File: config.mk
export PLATFORM = sky130hd
export DESIGN_NAME = dc_pred_accum
export DESIGN_NICKNAME = d
export VERILOG_FILES = /design/src/rtl/dc_pred_accum.sv
export SDC_FILE = /design/constraint.sdc
export NUM_CORES = 1
export LEC_CHECK = 0
export BUFFER_PORTS_ARGS = -buffer_cell sky130_fd_sc_hd__buf_2
export CAP_MARGIN = 20
export CORE_UTILIZATION = 40
export CTS_CLUSTER_SIZE = 30
export DETAILED_ROUTE_END_ITERATION = 7
export GPL_TIMING_DRIVEN = 1
export PLACE_DENSITY = 0.61
export SKIP_LAST_GASP = 1
export SYNTH_ARGS = -nofsm -noshare
export SYNTH_HDL_FRONTEND = slang
export SYNTH_SLANG_ARGS = --single-unit
File: constraint.sdc
create_clock -name CLK_HIGH -period 3 [get_ports CLK_HIGH]
set_input_delay 0.3 -clock CLK_HIGH [delete_from_list [all_inputs] [get_ports CLK_HIGH]]
set_output_delay 0.3 -clock CLK_HIGH [all_outputs]
set_load 0.1 [all_outputs]
File: src/rtl/dc_pred_accum.sv
// DC intra-prediction accumulator: sums four left and four top neighbour pixels
// streamed from RAM after a block preset, then emits one rounded DC value.
module dc_pred_accum (
   input  logic       CLK_HIGH,
   input  logic       RST_n,
   input  logic       preset_flag,
   input  logic       EN_LEFT,
   input  logic       EN_TOP,
   input  logic       AVAIL_LEFT,
   input  logic       AVAIL_TOP,
   input  logic [7:0] DATA_IN,
   output logic [7:0] DC_OUT,
   output logic       DC_VALID,
   output logic       BUSY
);

   typedef enum logic [1:0] {S_IDLE, S_LEFT, S_TOP, S_OUT} state_t;

   state_t     state_q, state_d;
   logic [1:0] cnt_q, cnt_d;
   logic [9:0] sum_left_q, sum_left_d;
   logic [9:0] sum_top_q, sum_top_d;
   logic       avail_left_q, avail_left_d;
   logic       avail_top_q, avail_top_d;
   logic       en_left_d_q, en_top_d_q;
   logic [7:0] dc_out_q, dc_out_d;
   logic       dc_valid_q, dc_valid_d;
   logic       busy_q, busy_d;
   logic       cap_left, cap_top;

   function automatic logic [7:0] avg8_rnd(input logic [9:0] a, input logic [9:0] b);
      logic [10:0] s;
      s = {1'b0, a} + {1'b0, b} + 11'd4;
      return 8'(s >> 3);
   endfunction

   function automatic logic [7:0] avg4_rnd(input logic [9:0] a);
      logic [10:0] s;
      s = {1'b0, a} + 11'd2;
      return 8'(s >> 2);
   endfunction

   function automatic logic [7:0] dc_calc(input logic al, input logic at,
                                          input logic [9:0] sl, input logic [9:0] st);
      logic [7:0] r;
      case ({al, at})
         2'b11:   r = avg8_rnd(sl, st);
         2'b10:   r = avg4_rnd(sl);
         2'b01:   r = avg4_rnd(st);
         default: r = 8'd128;
      endcase
      return r;
   endfunction

   // The enable flags are delayed one edge so they line up with the RAM read data.
   assign cap_left = (state_q == S_LEFT) && en_left_d_q;
   assign cap_top  = (state_q == S_TOP)  && en_top_d_q;

   always_ff @(posedge CLK_HIGH or negedge RST_n) begin
      if (!RST_n) begin
         state_q      <= S_IDLE;
         cnt_q        <= 2'd0;
         sum_left_q   <= 10'd0;
         sum_top_q    <= 10'd0;
         avail_left_q <= 1'b0;
         avail_top_q  <= 1'b0;
         en_left_d_q  <= 1'b0;
         en_top_d_q   <= 1'b0;
         dc_out_q     <= 8'd0;
         dc_valid_q   <= 1'b0;
         busy_q       <= 1'b0;
      end else begin
         state_q      <= state_d;
         cnt_q        <= cnt_d;
         sum_left_q   <= sum_left_d;
         sum_top_q    <= sum_top_d;
         avail_left_q <= avail_left_d;
         avail_top_q  <= avail_top_d;
         en_left_d_q  <= EN_LEFT;
         en_top_d_q   <= EN_TOP;
         dc_out_q     <= dc_out_d;
         dc_valid_q   <= dc_valid_d;
         busy_q       <= busy_d;
      end
   end

   always_comb begin
      state_d = state_q;
      if (preset_flag) begin
         state_d = S_LEFT;
      end else begin
         case (state_q)
            S_LEFT:  if (cap_left && (cnt_q == 2'd3)) state_d = S_TOP;
            S_TOP:   if (cap_top  && (cnt_q == 2'd3)) state_d = S_OUT;
            S_OUT:   state_d = S_IDLE;
            default: state_d = S_IDLE;
         endcase
      end
   end

   // A preset always restarts the block, including on the OUT edge.
   always_comb begin
      cnt_d        = cnt_q;
      sum_left_d   = sum_left_q;
      sum_top_d    = sum_top_q;
      avail_left_d = avail_left_q;
      avail_top_d  = avail_top_q;
      dc_out_d     = dc_out_q;
      dc_valid_d   = 1'b0;
      busy_d       = busy_q;
      if (preset_flag) begin
         cnt_d        = 2'd0;
         sum_left_d   = 10'd0;
         sum_top_d    = 10'd0;
         avail_left_d = AVAIL_LEFT;
         avail_top_d  = AVAIL_TOP;
         busy_d       = 1'b1;
      end else begin
         case (state_q)
            S_LEFT: begin
               if (cap_left) begin
                  sum_left_d = sum_left_q + {2'b00, DATA_IN};
                  cnt_d      = cnt_q + 2'd1;
               end
            end
            S_TOP: begin
               if (cap_top) begin
                  sum_top_d = sum_top_q + {2'b00, DATA_IN};
                  cnt_d     = cnt_q + 2'd1;
               end
            end
            S_OUT: begin
               dc_out_d   = dc_calc(avail_left_q, avail_top_q, sum_left_q, sum_top_q);
               dc_valid_d = 1'b1;
               busy_d     = 1'b0;
            end
            default: ;
         endcase
      end
   end

   assign DC_OUT   = dc_out_q;
   assign DC_VALID = dc_valid_q;
   assign BUSY     = busy_q;

endmodule

---- Word-level counts from Yosys, hierarchy flattened ----
Cells that the tools add are included.
operators by class
  $add $sub $neg .......................... 7
  equal/unequal tests ..................... 11
  muxes and demuxes ....................... 19
  bitwise gates (word level) .............. 1
  reductions and logical operators ........ 15
operator list
  cell                                                             number
  10-bit two-way mux                                               6
  8-bit case mux with 3 select lines                               1
  10-bit by 2-bit adder with 10-bit output, second input constant  2
  10-bit by 8-bit adder with 10-bit output                         2
  2-bit two-way mux                                                6
  10-bit by 10-bit adder with 11-bit output                        1
  11-bit by 3-bit adder with 11-bit output, second input constant  1
  2-bit == test, second input constant                             5
  2-bit nonzero test                                               5
  2-bit case mux with 2 select lines                               2
  2-bit AND reduction                                              4
  3-bit by 2-bit != test with 1-bit output, second input constant  2
  3-bit != test, second input constant                             2
  2-bit by 1-bit == test with 1-bit output, second input constant  2
  1-bit logical AND                                                4
  1-bit two-way mux                                                4
  3-bit AND reduction                                              1
  3-bit nonzero test                                               1
  2-bit by 1-bit adder with 2-bit output, second input constant    1
  1-bit inverter                                                   1
word-level totals
  bits in registers ....................... 38
  output and inout port bits .............. 10
  logic and storage cells ................. 64

---- Logic depth before layout (Yosys ltp) ----
Gate-level depths: netlist (run 1).
  depth in word-level cells ............... 6
  mapped depth ............................ 12
  depth with buffers taken out ............ 10

---- Worst setup path before layout (run 1) ----
No wires, ideal clock.
  path type ............................... reg2reg
  from .................................... register sum_left_q[7]
  to ...................................... register dc_out_q[7] (netlist: DC_OUT[7])
  arrival ................................. 2.107 ns
  slack ................................... 0.761 ns
  cell stages (with the launch flop) ...... 9
  path buffers ............................ 0
  cells stage by stage .................... dfrtp_1 -> ha_1 -> ha_1 -> a41o_1 -> a221oi_1 -> o21ai_1 -> xor2_1 -> a221oi_2 -> o21ai_1
on the way
  longest elaborated chain between the ends .. 3
ends and longest elaborated chain
  element                                    line  text
  start, declared                            21    logic [9:0] sum_left_q, sum_left_d;
  start signal, assigned                     75    sum_left_q <= sum_left_d;
  10-bit by 10-bit adder with 11-bit output  33    s = {1'b0, a} + {1'b0, b} + 11'd4;
  11-bit by 3-bit adder with 11-bit output   33
  8-bit case mux with 3 select lines (*)     46    case ({al, at})
  end signal, assigned                       81    dc_out_q <= dc_out_d;
  end, declared                              26    logic [7:0] dc_out_q, dc_out_d;
Every way passes the cells marked *; elsewhere a longest branch is shown, timed or not.
A chain may end at the register's enable or synchronous reset.

---- Worst setup path after layout (run 1) ----
Same ends and word-level chain as after synthesis.

==> impl_metrics.py, run 1 <==
metrics = {
    "timing": {
        "slew_headroom_pct": 40.39,
        "worst_pin_slew_ns": 0.8941,
        "maxSlewViolCount": 0,
        "timing.fmax_mhz": 413.0,
        "finalSetupTns_ns": 0,
        "rsz0062_at_grt": "false",
        "timing.final.hold_violations": 0,
        "min_period_over_period_pct": 80.71,
        "skew_ns": 0.003371,
        "setup_viol": 0,
        "finalCriticalPeriod_ns": 2.421,
    },
    "clocking": {
        "cts_setup_buffers": 0,
        "clkSinkCount": 38,
        "htree_levels": 2,
        "cts_resized": 0,
        "cts_tree": "built",
        "cts_hold_buffers": 0,
        "cts.reportedPaths.clkPinSlew_ns": 0.07,
        "worstSkewPairLatency_ns": 0.29,
        "cts.path.max_buffers": 2,
        "cts.root.buffer_cell": "clkbuf_8",
        "cts_made_buffers": 5,
    },
    "routing": {
        "drcViolationCount": 0,
        "vias": 2652,
        "antenna_left": 0,
        "dr.first_iter.drc_count": 134,
        "viasPerCell": 5.525,
        "wl_per_cell_um": 14.81,
        "drtPass1Iterations": 5,
        "routed_wl_um": 7110,
    },
    "floorplan": {
        "dieArea_sq_um": 8146,
        "rows": 31,
        "start_util_pct": 42.05,
        "die_h_um": 90.26,
        "io_pins": 25,
        "die-width_um": 90.26,
        "core_sq_um": 7408,
    },
    "place": {
        "dp.cells": 474,
        "place.gp.congestion": 0.8366,
        "port_buffers": 24,
        "dp.final_hpwl_um": 5431,
    },
    "worst_setup_path": {
        "crit_path_max_incr_delay_ns": 0.43,
        "worstPathMaxFanout": 5,
        "reg2reg_setup_slack_ns": 0.58,
        "worstSetupStartpointType": "flip-flop",
        "crit_buf_inv": 0,
        "crit_chain": "ha_1, ha_1, a41o_1, a221oi_1, o21ai_1, xor2_1, a221oi_2, o21ai_1",
        "path_delay_family": "compound AO/OA/AOI/OAI gates",
        "required_ns": 3.17,
        "ff2ff_path_depth": 8,
        "crit_start": "sum_left_q[7]",
        "cp_slowest_cell": "dfrtp_1",
        "worstReg2RegStart": "sum_left_q[7]",
        "cp.depth": 8,
        "worstPathArrival_ns": 2.60,
        "timing.rr.end": "DC_OUT[7]",
        "end_kind": "flip-flop",
        "critical_path_class": "flip-flop to flip-flop",
    },
    "hold_path": {
        "hold_path_depth": 1,
        "min_path_type": "input pin to flip-flop",
        "hold_start": "EN_LEFT",
        "min_to": "en_left_d_q",
    },
    "finish": {
        "final_nets": 440,
        "drive_gt1_share_pct": 12.07,
        "multi_input_area_sq_um": 2047,
        "final_cell_mix": "ha_1, nand2_1, dfrtp_1, nor2_1, buf_2",
        "n_antenna_cell": 0,
        "finalNonFillerCells": 480,
        "fillers": 750,
        "seqCellArea_sq_um": 950.9,
        "final_common_cell": "ha_1",
        "area_growth_pct": 10.80,
    },
    "synth": {
        "syn_area_per_cell_sq_um": 8.801,
        "syn_inst": 354,
        "synth_nets": 412,
        "synth_edf_count": 0,
        "ys_seq_area_share_pct": 30.52,
        "synth.top_cell.area_share_pct": 30.52,
        "yosysWarnings": 0,
        "synth_top_cell_by_area": "dfrtp_1",
        "ys.flop_type": "dfrtp_1",
        "mappedNetlistArea_sq_um": 3115,
        "async_reset_ff_share_pct": 100.0,
        "synth_area_leaders": "dfrtp_1, ha_1, nand2_1",
        "synth_seq_cells": 38,
        "synth_cell_type_count": 53,
    },
    "global_route": {
        "grt_pass1_vias": 2541,
        "grt_start_max_net_pins": 39,
        "grt-ovfl-total": 0,
        "antenna_found_initial": 0,
        "grt_use_total_pct": 18.53,
        "grt_pass1_wl_um": 12210,
    },
    "pwr": {
        "max-vdd-ir-drop_uv": 244.3,
        "p_leak_nw": 1.647,
        "p_per_area_nw_per_um2": 609.1,
        "p_total_w": 0.002103,
    },
    "run_status": {
        "status": "finished clean",
    },
    "run": {
        "maxCapViolations": 0,
    },
}
## worst max-delay path by stage
stage,end,slack [ns]
final,DC_OUT[7],0.58
after global routing,DC_OUT[7],0.47
after CTS,DC_OUT[7],0.58
after detailed placement,DC_OUT[7],0.61
after global placement,DC_OUT[7],0.66
after floorplan,DC_OUT[7],0.76
## stage by stage
step	hold WS (ns)	setup WS, ns	utilization (%)	area, sq um
after detailed placement	0.4101	0.6068	45.48	3369
after CTS	0.1044	0.5782	46.60	3452
after global placement	0.4082	0.6642	45.48	3369
after global routing	0.1043	0.4735	46.60	3452
after floorplan	0.004409	0.7609	-	3115
final	0.1123	0.5787	46.60	3452
## cell usage after synthesis, drive strengths merged, types with 5 or more instances
cell type  number
nand2          39
nor3            5
nor2           25
or3             5
nor2b          10
nand4           5
dfrtp          38
a21o            6
o21ai          21
xor2            5
inv            19
and2            5
ha             41
nand3          12
clkbuf          6
a22oi           7
a21oi          24
a31oi           5
xnor2          11
mux2i           8
## worst reg2reg max path, cell delays in order, from the launching register on
cell	delay (ns)
dfrtp_1	0.43
ha_1	0.32
ha_1	0.40
a41o_1	0.27
a221oi_1	0.29
o21ai_1	0.12
xor2_1	0.16
a221oi_2	0.23
o21ai_1	0.08
## routing by layer
| metal | global-route usage, % | up-vias | part of all wire (%) |
|---|---|---|---|
| li1 | - | 1329 | - |
| met1 | 25.89 | 1237 | 49 |
| met2 | 28.94 | 71 | 44 |
| met3 | 2.525 | 15 | 4.2 |
| met4 | 7.258 | 0 | 2.6 |
| met5 | 0 | - | 0 |
## registers in the layout, summed over array words and instances, names as in the netlist
signal	count
DC_OUT	8
BUSY	1
en_left_d_q	1
sum_top_q	10
en_top_d_q	1
cnt_q	2
avail_left_q	1
state_q	2
avail_top_q	1
sum_left_q	10
DC_VALID	1
## cell families (layout without fill, tap and decap cells)
family,after synthesis,after routing,synth area share (%)
multiplexers,8,8,2.570
buffers and inverters,30,57,3.775
AO/OA/AOI/OAI,92,92,20.20
flip-flops,38,38,30.52
XOR/XNOR,16,16,4.498
adder cells (fa/ha/maj),43,43,17.75
AND/OR/NAND/NOR,127,127,20.68
## power breakdown
group / switching, W / internal [W]
clock: 0.000179 / 0.000178
combinational: 0.000713 / 0.000335
sequential: 0.0000873 / 0.000610
## cell type report
cell class | instances | share of cell area (%)
clock buffers | 6 | 2.392
inverters | 20 | 2.175
multi-input cells | 286 | 59.30
flip-flops and latches | 38 | 27.55
well taps | 99 | 3.588
repair buffers | 31 | 5.002
(Power assumes the default switching activity.)
==> inputs of run 2 (changes only) <==
- clock period: 3 -> 2.27 ns (I/O delays scaled with it)
==> impl_metrics.py, run 2 (synthesis gave the netlist of run 1 again) <==
metrics = {
    "pwr": {
        "max-vdd-ir-drop_uv": 379.8,
        "p_per_area_nw_per_um2": 774.0,
        "p_int_w": 0.001538,
        "p_total_w": 0.002852,
        "switchingPower_w": 0.001314,
        "switching_share_pct": 46.07,
        "power_frac_clock_pct": 16.0,
        "p_leak_nw": 1.752,
        "seqPwrFrac_pct": 31.2,
        "power_frac_comb_pct": 52.8,
    },
    "place": {
        "port_buffers": 24,
        "place.gp.congestion": 0.8324,
        "place_worst_setup_slack_ns": 0.04513,
        "dp.final_hpwl_um": 5772,
    },
    "floorplan": {
        "die_h_um": 90.26,
        "die-width_um": 90.26,
        "rows": 31,
        "core_sq_um": 7408,
        "start_util_pct": 42.05,
        "io_pins": 25,
        "dieArea_sq_um": 8146,
    },
    "timing": {
        "maxSlewViolCount": 0,
        "worst_pin_slew_ns": 0.8722,
        "setup_viol": 0,
        "timing.final.hold_violations": 0,
        "finalCriticalPeriod_ns": 2.192,
        "worst_slack_ns": 0.07750,
        "rsz0062_at_grt": "true",
        "slew_headroom_pct": 41.85,
        "skew_ns": 0.007300,
        "min_period_over_period_pct": 96.59,
        "timing.fmax_mhz": 456.1,
        "finalSetupTns_ns": 0,
    },
    "worst_setup_path": {
        "critical_path_class": "flip-flop to flip-flop",
        "crit_buf_inv": 0,
        "required_ns": 2.45,
        "crit_chain": "ha_1, ha_4, a41o_1, a221oi_2, o21ai_1, xor2_1, a221oi_2, o21ai_1",
        "end_kind": "flip-flop",
        "path_delay_family": "compound AO/OA/AOI/OAI gates",
        "worstPathMaxFanout": 3,
        "worstSetupStartpointType": "flip-flop",
        "cp_slowest_cell": "dfrtp_1",
        "crit_path_max_incr_delay_ns": 0.39,
        "worstPathArrival_ns": 2.37,
    },
    "routing": {
        "viasPerCell": 5.396,
        "dr_wl_met3_um": 335,
        "drcViolationCount": 0,
        "antenna_left": 0,
        "routed_wl_um": 7438,
        "top_layer": "met4",
        "drtPass1Iterations": 4,
        "met1Wirelength_um": 3658,
        "dr.first_iter.drc_count": 127,
        "wl_per_cell_um": 14.79,
        "vias": 2714,
        "route.met2.wl_um": 3370,
    },
    "hold_path": {
        "min_path_type": "input pin to flip-flop",
    },
    "clocking": {
        "worstSkewPairLatency_ns": 0.29,
        "htree_levels": 2,
        "cts.path.max_buffers": 2,
        "cts.reportedPaths.clkPinSlew_ns": 0.08,
        "cts_hold_buffers": 0,
        "cts.root.buffer_cell": "clkbuf_8",
        "cts_made_buffers": 5,
        "clkSinkCount": 38,
        "cts_tree": "built",
    },
    "global_route": {
        "grt_pass1_wl_um": 12470,
        "grt_start_max_net_pins": 39,
        "grt-ovfl-total": 0,
        "grt_pass1_vias": 2612,
        "grt_use_total_pct": 18.97,
        "antenna_found_initial": 0,
    },
    "run": {
        "maxCapViolations": 0,
    },
    "finish": {
        "final_common_cell": "nand2_1",
        "final_nets": 462,
        "final_util_pct": 49.74,
        "area_growth_pct": 18.27,
        "final_cell_mix": "nand2_1, dfrtp_1, ha_1, buf_4, nor2_1",
        "n_antenna_cell": 0,
        "drive_gt1_share_pct": 19.31,
    },
    "run_status": {
        "status": "finished clean",
    },
}
-- run 2: changes by cell type in the layout (fill, tap and decap cells not counted), sizes merged --
cell,delta
buf,+22
clkbuf,+1
-- run 2: layer usage --
layer | global-route usage (%) | vias to the layer above
met5 | 0 | -
met4 | 4.435 | 0
met3 | 2.694 | 7
met2 | 31.23 | 57
met1 | 26.28 | 1271
li1 | - | 1379
-- run 2: worst paths after layout --
kind,startpoint,depth (start not counted),slack (ns),endpoint
worst max-delay path,sum_left_q[7],8,0.08,DC_OUT[7]
worst min-delay path,EN_TOP,1,0.03,en_top_d_q
worst max register to register,sum_left_q[7],8,0.08,DC_OUT[7]
worst min register to register,DC_OUT[4],2,0.48,DC_OUT[4]
max in group asynchronous,RST_n,1,1.68,BUSY
min in group asynchronous,RST_n,1,0.05,DC_VALID
-- run 2: power by group through the flow --
stage,combinational (W),sequential [W],clock [W]
after floorplan,0.000733,0.00128,0
after global placement,0.00145,0.000899,0
after detailed placement,0.00147,0.000906,0
after CTS,0.00148,0.000893,0.000473
after global routing,0.00166,0.000910,0.000490
final,0.00151,0.000891,0.000455
-- run 2: final cells by class --
| cell class | instances | area [sq um] |
|---|---|---|
| flip-flops and latches | 38 | 950.9 |
| fillers | 714 | 3724 |
| well taps | 99 | 123.9 |
| clock buffers | 7 | 76.32 |
| inverters | 20 | 75.07 |
| repair buffers | 53 | 341.6 |
| multi-input cells | 286 | 2117 |
-- run 2: worst register-to-register path, stage by stage (launching register included) --
cell and delay (ns):
dfrtp_1 0.39, ha_1 0.34, ha_4 0.26, a41o_1 0.25, a221oi_2 0.28, o21ai_1 0.12
xor2_1 0.16, a221oi_2 0.22, o21ai_1 0.08
-- run 2: timing repair --
| action | in CTS | in global routing |
|---|---|---|
| gates resized for setup | 0 | 15 |
| endpoints found under the setup margin | 0 | 9 |
| buffers inserted | 0 | 1 |
-- run 2: per-stage QoR --
| stage | instance area [sq um] | std cells | hold WS (ns) |
|---|---|---|---|
| detailed placement | 3527 | 495 | 0.3366 |
| finish | 3685 | 503 | 0.03246 |
| global placement | 3527 | 495 | 0.3344 |
| floorplan | 3115 | 354 | -0.06859 |
| CTS | 3603 | 502 | 0.02842 |
| global route | 3685 | 503 | 0.02704 |
